**src/rtl/mcpu_mem_bridge.sv**
```systemverilog
// CPU-to-memory/IO bridge: one access at a time, sub-word reads extracted and extended,
// sub-word writes done as read-modify-write; bus phases abort to ERR after TIMEOUT stalls.
module mcpu_mem_bridge #(
  parameter int ADDR_W  = 32,
  parameter int TIMEOUT = 16,
  parameter int RMW_EN  = 1
) (
  input  logic              clk,
  input  logic              reset,
  input  logic              req,
  input  logic              we,
  input  logic [1:0]        size,
  input  logic              uns,
  input  logic [ADDR_W-1:0] addr,
  input  logic [31:0]       wdata,
  output logic [31:0]       rdata,
  output logic              done,
  output logic              err,
  output logic              busy,
  output logic              CPU_MIO,
  output logic              mem_w,
  output logic [ADDR_W-1:0] Addr_out,
  output logic [31:0]       Data_out,
  input  logic [31:0]       Data_in,
  input  logic              MIO_ready,
  output logic [2:0]        state
);

  typedef enum logic [2:0] {
    S_IDLE = 3'd0,
    S_RD   = 3'd1,
    S_WR   = 3'd2,
    S_DONE = 3'd3,
    S_ERR  = 3'd4
  } state_e;

  localparam logic [7:0] TO_CNT = 8'(TIMEOUT);

  state_e            state_q, state_d;
  logic [7:0]        cnt_q, cnt_d;
  logic [ADDR_W-1:0] addr_q;
  logic              we_q;
  logic [1:0]        size_q;
  logic              uns_q;
  logic [31:0]       wdata_q;
  logic [31:0]       word_q;
  logic [31:0]       rdata_q;
  logic              cap_err;
  logic [31:0]       rd_ext;
  logic [31:0]       wr_merged;

  function automatic logic [31:0] extract(input logic [31:0] w, input logic [1:0] sz,
                                          input logic u, input logic [1:0] a);
    logic [31:0] s;
    logic [31:0] r;
    r = w;
    if (sz == 2'b00) begin
      s = w >> {a, 3'b000};
      r = {{24{~u & s[7]}}, s[7:0]};
    end else if (sz == 2'b01) begin
      s = w >> {a[1], 4'b0000};
      r = {{16{~u & s[15]}}, s[15:0]};
    end
    return r;
  endfunction

  function automatic logic [31:0] merge(input logic [31:0] w, input logic [31:0] d,
                                        input logic [1:0] sz, input logic [1:0] a);
    logic [31:0] m;
    logic [31:0] r;
    r = d;
    if (sz == 2'b00) begin
      m = 32'h0000_00FF << {a, 3'b000};
      r = (w & ~m) | ({24'd0, d[7:0]} << {a, 3'b000});
    end else if (sz == 2'b01) begin
      m = 32'h0000_FFFF << {a[1], 4'b0000};
      r = (w & ~m) | ({16'd0, d[15:0]} << {a[1], 4'b0000});
    end
    return r;
  endfunction

  assign cap_err = (size == 2'b11)
                || (size == 2'b01 && addr[0])
                || (size == 2'b10 && addr[1:0] != 2'b00)
                || (we && size != 2'b10 && RMW_EN == 0);

  assign rd_ext    = extract(Data_in, size_q, uns_q, addr_q[1:0]);
  assign wr_merged = merge(word_q, wdata_q, size_q, addr_q[1:0]);

  always_comb begin
    state_d = state_q;
    cnt_d   = cnt_q;
    unique case (state_q)
      S_IDLE: begin
        if (req) begin
          cnt_d = 8'd0;
          if (cap_err)                     state_d = S_ERR;
          else if (we && size == 2'b10)    state_d = S_WR;
          else                             state_d = S_RD;
        end
      end
      S_RD: begin
        if (MIO_ready) begin
          cnt_d   = 8'd0;
          state_d = we_q ? S_WR : S_DONE;
        end else begin
          cnt_d = cnt_q + 8'd1;
          if (cnt_d == TO_CNT) state_d = S_ERR;
        end
      end
      S_WR: begin
        if (MIO_ready) begin
          state_d = S_DONE;
        end else begin
          cnt_d = cnt_q + 8'd1;
          if (cnt_d == TO_CNT) state_d = S_ERR;
        end
      end
      S_DONE:  state_d = S_IDLE;
      S_ERR:   state_d = S_IDLE;
      default: state_d = S_IDLE;
    endcase
  end

  always_ff @(posedge clk or negedge reset) begin
    if (!reset) begin
      state_q <= S_IDLE;
      cnt_q   <= 8'd0;
    end else begin
      state_q <= state_d;
      cnt_q   <= cnt_d;
    end
  end

  // Request fields are frozen for the whole access; rdata only moves on a successful read.
  always_ff @(posedge clk or negedge reset) begin
    if (!reset) begin
      addr_q  <= '0;
      we_q    <= 1'b0;
      size_q  <= 2'b00;
      uns_q   <= 1'b0;
      wdata_q <= 32'd0;
      word_q  <= 32'd0;
      rdata_q <= 32'd0;
    end else begin
      if (state_q == S_IDLE && req) begin
        addr_q  <= addr;
        we_q    <= we;
        size_q  <= size;
        uns_q   <= uns;
        wdata_q <= wdata;
      end
      if (state_q == S_RD && MIO_ready) begin
        word_q <= Data_in;
        if (!we_q) rdata_q <= rd_ext;
      end
    end
  end

  assign busy     = (state_q != S_IDLE);
  assign CPU_MIO  = (state_q == S_RD) || (state_q == S_WR);
  assign mem_w    = (state_q == S_WR);
  assign Addr_out = CPU_MIO ? {addr_q[ADDR_W-1:2], 2'b00} : '0;
  assign Data_out = mem_w ? ((size_q == 2'b10) ? wdata_q : wr_merged) : 32'd0;
  assign done     = (state_q == S_DONE) || (state_q == S_ERR);
  assign err      = (state_q == S_ERR);
  assign rdata    = rdata_q;
  assign state    = state_q;

endmodule

```
**config.mk**
```make
export PLATFORM = sky130hd
export DESIGN_NAME = mcpu_mem_bridge
export DESIGN_NICKNAME = d
export VERILOG_FILES = /design/src/rtl/mcpu_mem_bridge.sv
export SDC_FILE = /design/constraint.sdc
export NUM_CORES = 1
export LEC_CHECK = 0
export CAP_MARGIN = 25
export CORE_MARGIN = 2
export CORE_UTILIZATION = 45
export DETAILED_ROUTE_END_ITERATION = 8
export PLACE_DENSITY = 0.88
export RECOVER_POWER = 25
export SYNTH_ARGS = -nofsm -noshare
export SYNTH_HDL_FRONTEND = slang
export SYNTH_SLANG_ARGS = --single-unit
```
**constraint.sdc**
```tcl
create_clock -name clk -period 1.93 [get_ports clk]
set_input_delay 0.4825 -clock clk [delete_from_list [all_inputs] [get_ports clk]]
set_output_delay 0.4825 -clock clk [all_outputs]
set_load 0.01 [all_outputs]
```
==> results of run 1 <==
state kept, by name (all words and copies together) (netlist names):
name,flops
addr_q,32
rdata,32
wdata_q,32
word_q,32
cnt_q,8
state,3
size_q,2
uns_q,1
we_q,1
critical path: stages (launching register included):
cell	delay, ps
sky130_fd_sc_hd__dfrtp_2	500
sky130_fd_sc_hd__buf_4	220
sky130_fd_sc_hd__a21oi_4	170
sky130_fd_sc_hd__buf_6	190
sky130_fd_sc_hd__o22ai_2	110
sky130_fd_sc_hd__nor3_2	380
sky130_fd_sc_hd__buf_2	220
final cells by class:
type | instances | area share [%]
Antenna cell | 2 | 0.0413
Tap cell | 211 | 2.18
Sequential cell | 143 | 29.6
Multi-Input combinational cell | 461 | 33.8
Timing Repair Buffer | 346 | 29.2
Clock inverter | 14 | 1.11
Inverter | 11 | 0.424
Clock buffer | 18 | 3.63
per-layer routing:
layer	vias to the layer above	part of all wire (%)	global-route usage, %	routed length (microns)
met5	-	0	0	0
li1	3023	-	-	-
met1	3622	35	38.3	11100
met2	730	45	47.7	14500
met3	247	12	7.34	3860
met4	0	7.7	14.7	2460
timing repair:
action | in CTS | in global routing
cloned | 5 | 11
buffers inserted | 34 | 28
pin swaps | 59 | 40
endpoints found under the hold margin | 37 | 0
hold buffers | 1 | 0
setup endpoints to repair | 78 | 153
gates resized for setup | 422 | 195
path summary, 6_finish.rpt:
| check | end | slack (ps) | cells after the start | start |
|---|---|---|---|---|
| max in group asynchronous | state[1] | 120 | 3 | reset |
| min in group asynchronous | addr_q[18] | 830 | 2 | reset |
| setup / recovery | Data_out[13] | -790 | 6 | size_q[1] |
| hold / removal | cnt_q[7] | 480 | 1 | cnt_q[7] |
| setup reg to reg | wdata_q[30] | -320 | 10 | state[0] |
| hold reg to reg | cnt_q[7] | 480 | 1 | cnt_q[7] |
layout by cell type, fill, tap and decap left out, types with 11 or more instances in the layout:
master                            count
sky130_fd_sc_hd__clkdlybuf4s50_1    134
sky130_fd_sc_hd__and2_4              32
sky130_fd_sc_hd__clkbuf_16           23
sky130_fd_sc_hd__buf_6               74
sky130_fd_sc_hd__o21ai_2             11
sky130_fd_sc_hd__dfrtp_1            139
sky130_fd_sc_hd__a21oi_2             28
sky130_fd_sc_hd__nor2_1              39
sky130_fd_sc_hd__o21ai_0             13
sky130_fd_sc_hd__mux2_2              35
sky130_fd_sc_hd__buf_2               30
sky130_fd_sc_hd__buf_12              14
sky130_fd_sc_hd__nand2_1             42
sky130_fd_sc_hd__a21oi_1             28
sky130_fd_sc_hd__buf_4               70
sky130_fd_sc_hd__mux2_4              61
metrics by stage:
stage | TNS [ps] | power [mW] | setup WS (ps) | cells | hold slack [ps]
2_1_floorplan | 0 | 10.1 | 0.538 | 660 | 187
3_3_place_gp | -26820 | 14.1 | -461 | 1100 | 431
3_5_place_dp | -30450 | 14.4 | -468 | 1100 | 430
4_1_cts | -25140 | 19.7 | -492 | 1168 | 480
5_1_grt | -53290 | 24.1 | -782 | 1205 | 494
6_report | -45310 | 23.4 | -786 | 1206 | 484
power by group through the flow:
stage	sequential [mW]	combinational, mW	clock, mW
CTS	5.60	10.9	3.24
floorplan	5.33	4.78	0
global route	6.05	14.6	3.43
finish	6.00	14.1	3.30
detailed placement	5.50	8.89	0
global placement	5.42	8.68	0
kinds of logic (layout without fill, tap and decap cells):
kind of cell / after synthesis / in the layout / synth area share (%)
fa+ha+maj: 1 / 1 / 0.176
compound gates: 159 / 160 / 15.0
flops: 143 / 143 / 50.3
other cells: 1 / 4 / 0.0527
buf+inv: 58 / 389 / 4.82
mux: 102 / 102 / 16.1
simple gates: 191 / 192 / 13.1
xor+xnor: 4 / 4 / 0.493
==> results.txt, run 1 <==
----------------------------------------------------
[Run status]
  Run status ... finished with violations
  Failing checks ... setup timing

[Clocking]
  Insertion delay of the later-clocked pin in the worst-skew pair ... 440 ps
  Buffer type at the clock tree root ... sky130_fd_sc_hd__clkbuf_16
  TritonCTS clock tree ... done
  Buffers from clock root to sink, at most ... 2
  Worst-path clk slew ... 70 ps
  Sinks on the clock net ... 143
  Clock buffers created by TritonCTS ... 17
  H-tree depth reported by CTS ... 4

[Synth]
  Ranking of synthesized cells by instance count ... sky130_fd_sc_hd__dfrtp_1, sky130_fd_sc_hd__mux2_2, sky130_fd_sc_hd__nand2_1
  Most common flop cell mapped by yosys ... sky130_fd_sc_hd__dfrtp_1
  Netlist cell types ... 58
  Fraction of synthesis flops using an asynchronous set or reset pin ... 100%
  Post-synth EDFFs ... 0
  Synthesized area per cell ... 10.8 sq um
  Share of the synthesized area in the top cell type ... 50.3%
  Cell type contributing the most total cell area after synthesis ... sky130_fd_sc_hd__dfrtp_1
  Seq cells post-synth ... 143
  Synth warnings ... 0
  Top area cells in the synthesized netlist ... sky130_fd_sc_hd__dfrtp_1, sky130_fd_sc_hd__mux2_2, sky130_fd_sc_hd__a21oi_1, sky130_fd_sc_hd__nand2_1, sky130_fd_sc_hd__nor2_1
  Cell count after synthesis ... 659
  Most instantiated library cell after synthesis ... sky130_fd_sc_hd__dfrtp_1
  Syn Std Cell Area ... 0.00711 sq mm
  Seq/Total Area, Yosys ... 50.3%

[GRT]
  Maximum number of pins on one net before global-route repair ... 43
  Overflow left after global routing ... 0
  First-pass GRT wire length ... 38.0 mm
  Number of antenna violations at the first check in global routing ... 1
  Overall Global Routing Usage ... 29.9%
  Vias in the first global route ... 6904

[Route]
  Remaining number of nets flagged by the antenna check after routing ... 0
  Vias ... 7622
  Number of DRC violations after detailed-routing iteration 0 ... 1090
  DRC Markers ... 0
  First drt pass iteration count ... 6
  Vias/cell ... 6.32
  Wire length per cell after detailed routing ... 26.5 microns
  Detailed Route WL ... 32.0 mm

[STA]
  Post-layout min period ... 2720 ps
  Max frequency ... 368 MHz
  Slew headroom ... 17.2%
  Max-slew violation count ... 0
  Slew @ Worst Pin ... 1240 ps
  Worst setup slack after layout ... -786 ps
  Setup violation total in the final timing report ... 199
  Final Skew ... 15.5 ps
  RSZ-0062 raised after global routing ... yes
  Final critical-path share of the clock period ... 141%
  Total count of hold-check failures in the final report ... 0

[Layout]
  Fill cells ... 773
  Post-route standard cell area excluding fillers ... 0.0121 sq mm
  Register area ... 0.00358 sq mm
  Area Growth Syn to Fin ... 70.4%
  NumNets Final ... 1085
  Share of post-route cells with drive strength above 1 ... 49.8%
  Core Util, Final ... 79.1%
  Area occupied by multi-input gates ... 0.00410 sq mm

[Die]
  Total number of placement rows ... 45
  Die outline area ... 0.0168 sq mm
  Effective utilization at floorplan ... 46.4%
  Die W ... 130 microns
  Die extent in y ... 130 microns
  Core footprint ... 0.0153 sq mm
  Number of primary I/O pins ... 208

[Setup path]
  Worst setup path category ... reg2out
  Maximum net fanout on the critical path ... 8
  Endpoint class of the critical path ... output pin
  Arrival time worst endpoint ... 2230 ps
  Required time of the critical path ... 1450 ps
  Category of the worst setup path launch point ... flip-flop

[Placed design]
  Global placer's final weighted congestion ... 0.909
  Port Buffer Count ... 205
  Dpl hpwl ... 16.1 mm
  Total cell area at the placement stage ... 0.00975 sq mm

[Job]
  Max-capacitance violation count ... 0

[Pwr]
  Switching Fraction ... 40.4%
  Leakage ... 5.33 nW
  Clock share of power ... 14.1%
  Max IR drop VDD ... 1130 uV
  P_sw ... 9.48 mW
  Power per unit of standard cell area ... 1930 mW/mm^2
  Internal power ... 14.0 mW
  Comb pwr share ... 60.3%
  Share of total power in sequential cells ... 25.6%

[Min path]
  Worst hold path type ... reg2reg

----------------------------------------------------
Power figures use the tool's default switching activity.
==> inputs of run 2 (changes only) <==
--- a/config.mk
+++ b/config.mk
@@ -8,3 +8,2 @@
 export CAP_MARGIN = 25
-export CORE_MARGIN = 2
 export CORE_UTILIZATION = 45
==> constraint.sdc (replaced) <==
create_clock -name clk -period 1.93 [get_ports clk]
set_input_delay 0.193 -clock clk [delete_from_list [all_inputs] [get_ports clk]]
set_output_delay 0.193 -clock clk [all_outputs]
set_load 0.01 [all_outputs]
==> results.txt, run 2 (synthesized netlist as in run 1, its figures left out) <==
----------------------------------------------------
[Layout]
  Fill cells ... 829
  Area Growth Syn to Fin ... 67.4%
  Most common cell after layout, fill and taps aside ... sky130_fd_sc_hd__dfrtp_1
  Most frequent cells in the layout ... sky130_fd_sc_hd__dfrtp_1, sky130_fd_sc_hd__clkdlybuf4s50_1, sky130_fd_sc_hd__buf_4
  Post-route standard cell area excluding fillers ... 0.0119 sq mm
  Core Util, Final ... 77.7%
  Final antenna diode count ... 0
  NumNets Final ... 1066
  Share of post-route cells with drive strength above 1 ... 46.6%

[Setup path]
  Arrival time worst endpoint ... 2200 ps
  CP delay by family, top ... compound AO/OA/AOI/OAI gates
  CP max stage cell ... sky130_fd_sc_hd__dfrtp_2
  Category of the worst setup path launch point ... flip-flop
  Crit path launch ... size_q[0]
  Maximum net fanout on the critical path ... 7
  Worst path max stage delay ... 570 ps
  Worst setup path category ... reg2out
  Endpoint class of the critical path ... output pin
  Launch instance of the worst register-to-register path ... state[0]
  Required time of the critical path ... 1740 ps
  Number of buffers and inverters on the critical path ... 3
  Critical path, cell by cell ... nor2b_4 -> buf_6 -> a22o_1 -> a221oi_2 -> buf_4 -> nor2_1 -> buf_2

[Min path]
  Worst hold path type ... in2reg
  Min-delay src ... wdata[6]

[STA]
  Total count of hold-check failures in the final report ... 0
  Slew @ Worst Pin ... 1310 ps
  Final critical-path share of the clock period ... 124%
  Total negative setup slack ... -11270 ps
  Min Hold Slack ... 338 ps
  Final Skew ... 10.8 ps
  Post-layout min period ... 2390 ps
  Worst setup slack after layout ... -458 ps
  RSZ-0062 raised after global routing ... yes
  Slew headroom ... 12.8%
  Max-slew violation count ... 0
  Setup violation total in the final timing report ... 126
  Max frequency ... 419 MHz

[Die]
  Number of primary I/O pins ... 208
  Die outline area ... 0.0163 sq mm
  Die extent in y ... 128 microns
  Effective utilization at floorplan ... 46.4%
  Die W ... 128 microns
  Core footprint ... 0.0153 sq mm
  Total number of placement rows ... 45

[Placed design]
  Dpl hpwl ... 15.7 mm
  Port Buffer Count ... 205
  Global placer's final weighted congestion ... 0.941
  Post-placement setup slack ... -206 ps
  Total cell area at the placement stage ... 0.00962 sq mm

[Pwr]
  Max IR drop VDD ... 1350 uV
  Leakage ... 5.19 nW
  Power per unit of standard cell area ... 1960 mW/mm^2

[GRT]
  Vias in the first global route ... 6805
  Overall Global Routing Usage ... 30.7%
  Maximum number of pins on one net before global-route repair ... 47
  First-pass GRT wire length ... 37.8 mm
  Number of antenna violations at the first check in global routing ... 0
  Overflow left after global routing ... 0

[Route]
  Number of DRC violations after detailed-routing iteration 0 ... 805
  First drt pass iteration count ... 6
  Vias ... 7551
  DRC Markers ... 0
  Wire length per cell after detailed routing ... 25.9 microns
  Detailed Route WL ... 30.7 mm
  Remaining number of nets flagged by the antenna check after routing ... 0
  Vias/cell ... 6.37

[Run status]
  Failing checks ... setup timing
  Run status ... finished with violations

[Clocking]
  TritonCTS clock tree ... done
  Insertion delay of the later-clocked pin in the worst-skew pair ... 440 ps
  Clock buffers created by TritonCTS ... 17
  Buffer type at the clock tree root ... sky130_fd_sc_hd__clkbuf_16
  Worst-path clk slew ... 70 ps
  Sinks on the clock net ... 143
  Buffers from clock root to sink, at most ... 2
  H-tree depth reported by CTS ... 4

[Job]
  Max-capacitance violation count ... 0

----------------------------------------------------
[run 2: changes by cell type in the layout (fill, tap and decap cells not counted), moves of 4 or more]
cell	delta
sky130_fd_sc_hd__mux2_2	+4
sky130_fd_sc_hd__nand3_4	+4
sky130_fd_sc_hd__nand2_1	+6
sky130_fd_sc_hd__nor2_2	-9
sky130_fd_sc_hd__o21ai_0	+12
sky130_fd_sc_hd__buf_6	-14
sky130_fd_sc_hd__nand2_2	-4
sky130_fd_sc_hd__o21ai_2	-8
sky130_fd_sc_hd__nor2_1	+10
sky130_fd_sc_hd__mux2_4	-6
sky130_fd_sc_hd__o21ai_1	-6
[run 2: through the flow]
stage / power (mW) / instances
after global placement: 13.9 / 1082
after global routing: 24.0 / 1185
after detailed placement: 14.2 / 1082
after floorplan: 10.1 / 660
after CTS: 19.0 / 1147
final: 23.3 / 1185
[run 2: final timing paths]
kind	endpoint	slack, ps	cells past startpoint
worst min-delay path	wdata_q[6]	340	3
worst max-delay path	Data_out[27]	-460	7
worst max register to register	state[1]	-150	9
max in group asynchronous	addr_q[1]	320	3
worst min register to register	cnt_q[7]	500	1
min in group asynchronous	addr_q[22]	590	2
[run 2: metal layers]
metal / GRT usage, % / up-vias / part of all wire, %
met1: 38.9 / 3645 / 36
met4: 15.8 / 0 / 6.9
li1: - / 2994 / -
met3: 7.55 / 208 / 11
met5: 0 / - / 0
met2: 49.0 / 704 / 46
[run 2: worst reg2reg max path, cell delays in order (launching register included)]
cell and delay (ps):
sky130_fd_sc_hd__dfrtp_1 400, sky130_fd_sc_hd__buf_6 140, sky130_fd_sc_hd__buf_12 120, sky130_fd_sc_hd__buf_8 120, sky130_fd_sc_hd__nor3_4 190, sky130_fd_sc_hd__buf_4 140
sky130_fd_sc_hd__buf_6 110, sky130_fd_sc_hd__buf_4 110, sky130_fd_sc_hd__nand2_1 100, sky130_fd_sc_hd__o32ai_1 500
[run 2: final cells by class]
class	instances	area, sq um	area share, %
inverter	11	46.3	0.389
timing repair buffer	327	3320	27.9
multi-input combinational	461	4090	34.4
clock buffer	17	425	3.57
tap	211	264	2.22
clock inverter	15	174	1.46
sequential	143	3580	30.1
[run 2: power breakdown]
group | internal [mW] | switching [mW]
logic | 7.45 | 6.34
clock network | 1.95 | 1.50
registers | 4.48 | 1.60
total | 13.9 | 9.44
[run 2: timing repair]
action                                  in CTS  in global routing
hold buffers                                 1                  0
buffers inserted                            27                 30
gates cloned                                 5                  9
hold endpoints to repair                    43                  0
endpoints found under the setup margin      83                146
pin swaps                                   35                 67
gates resized for setup                    326                232
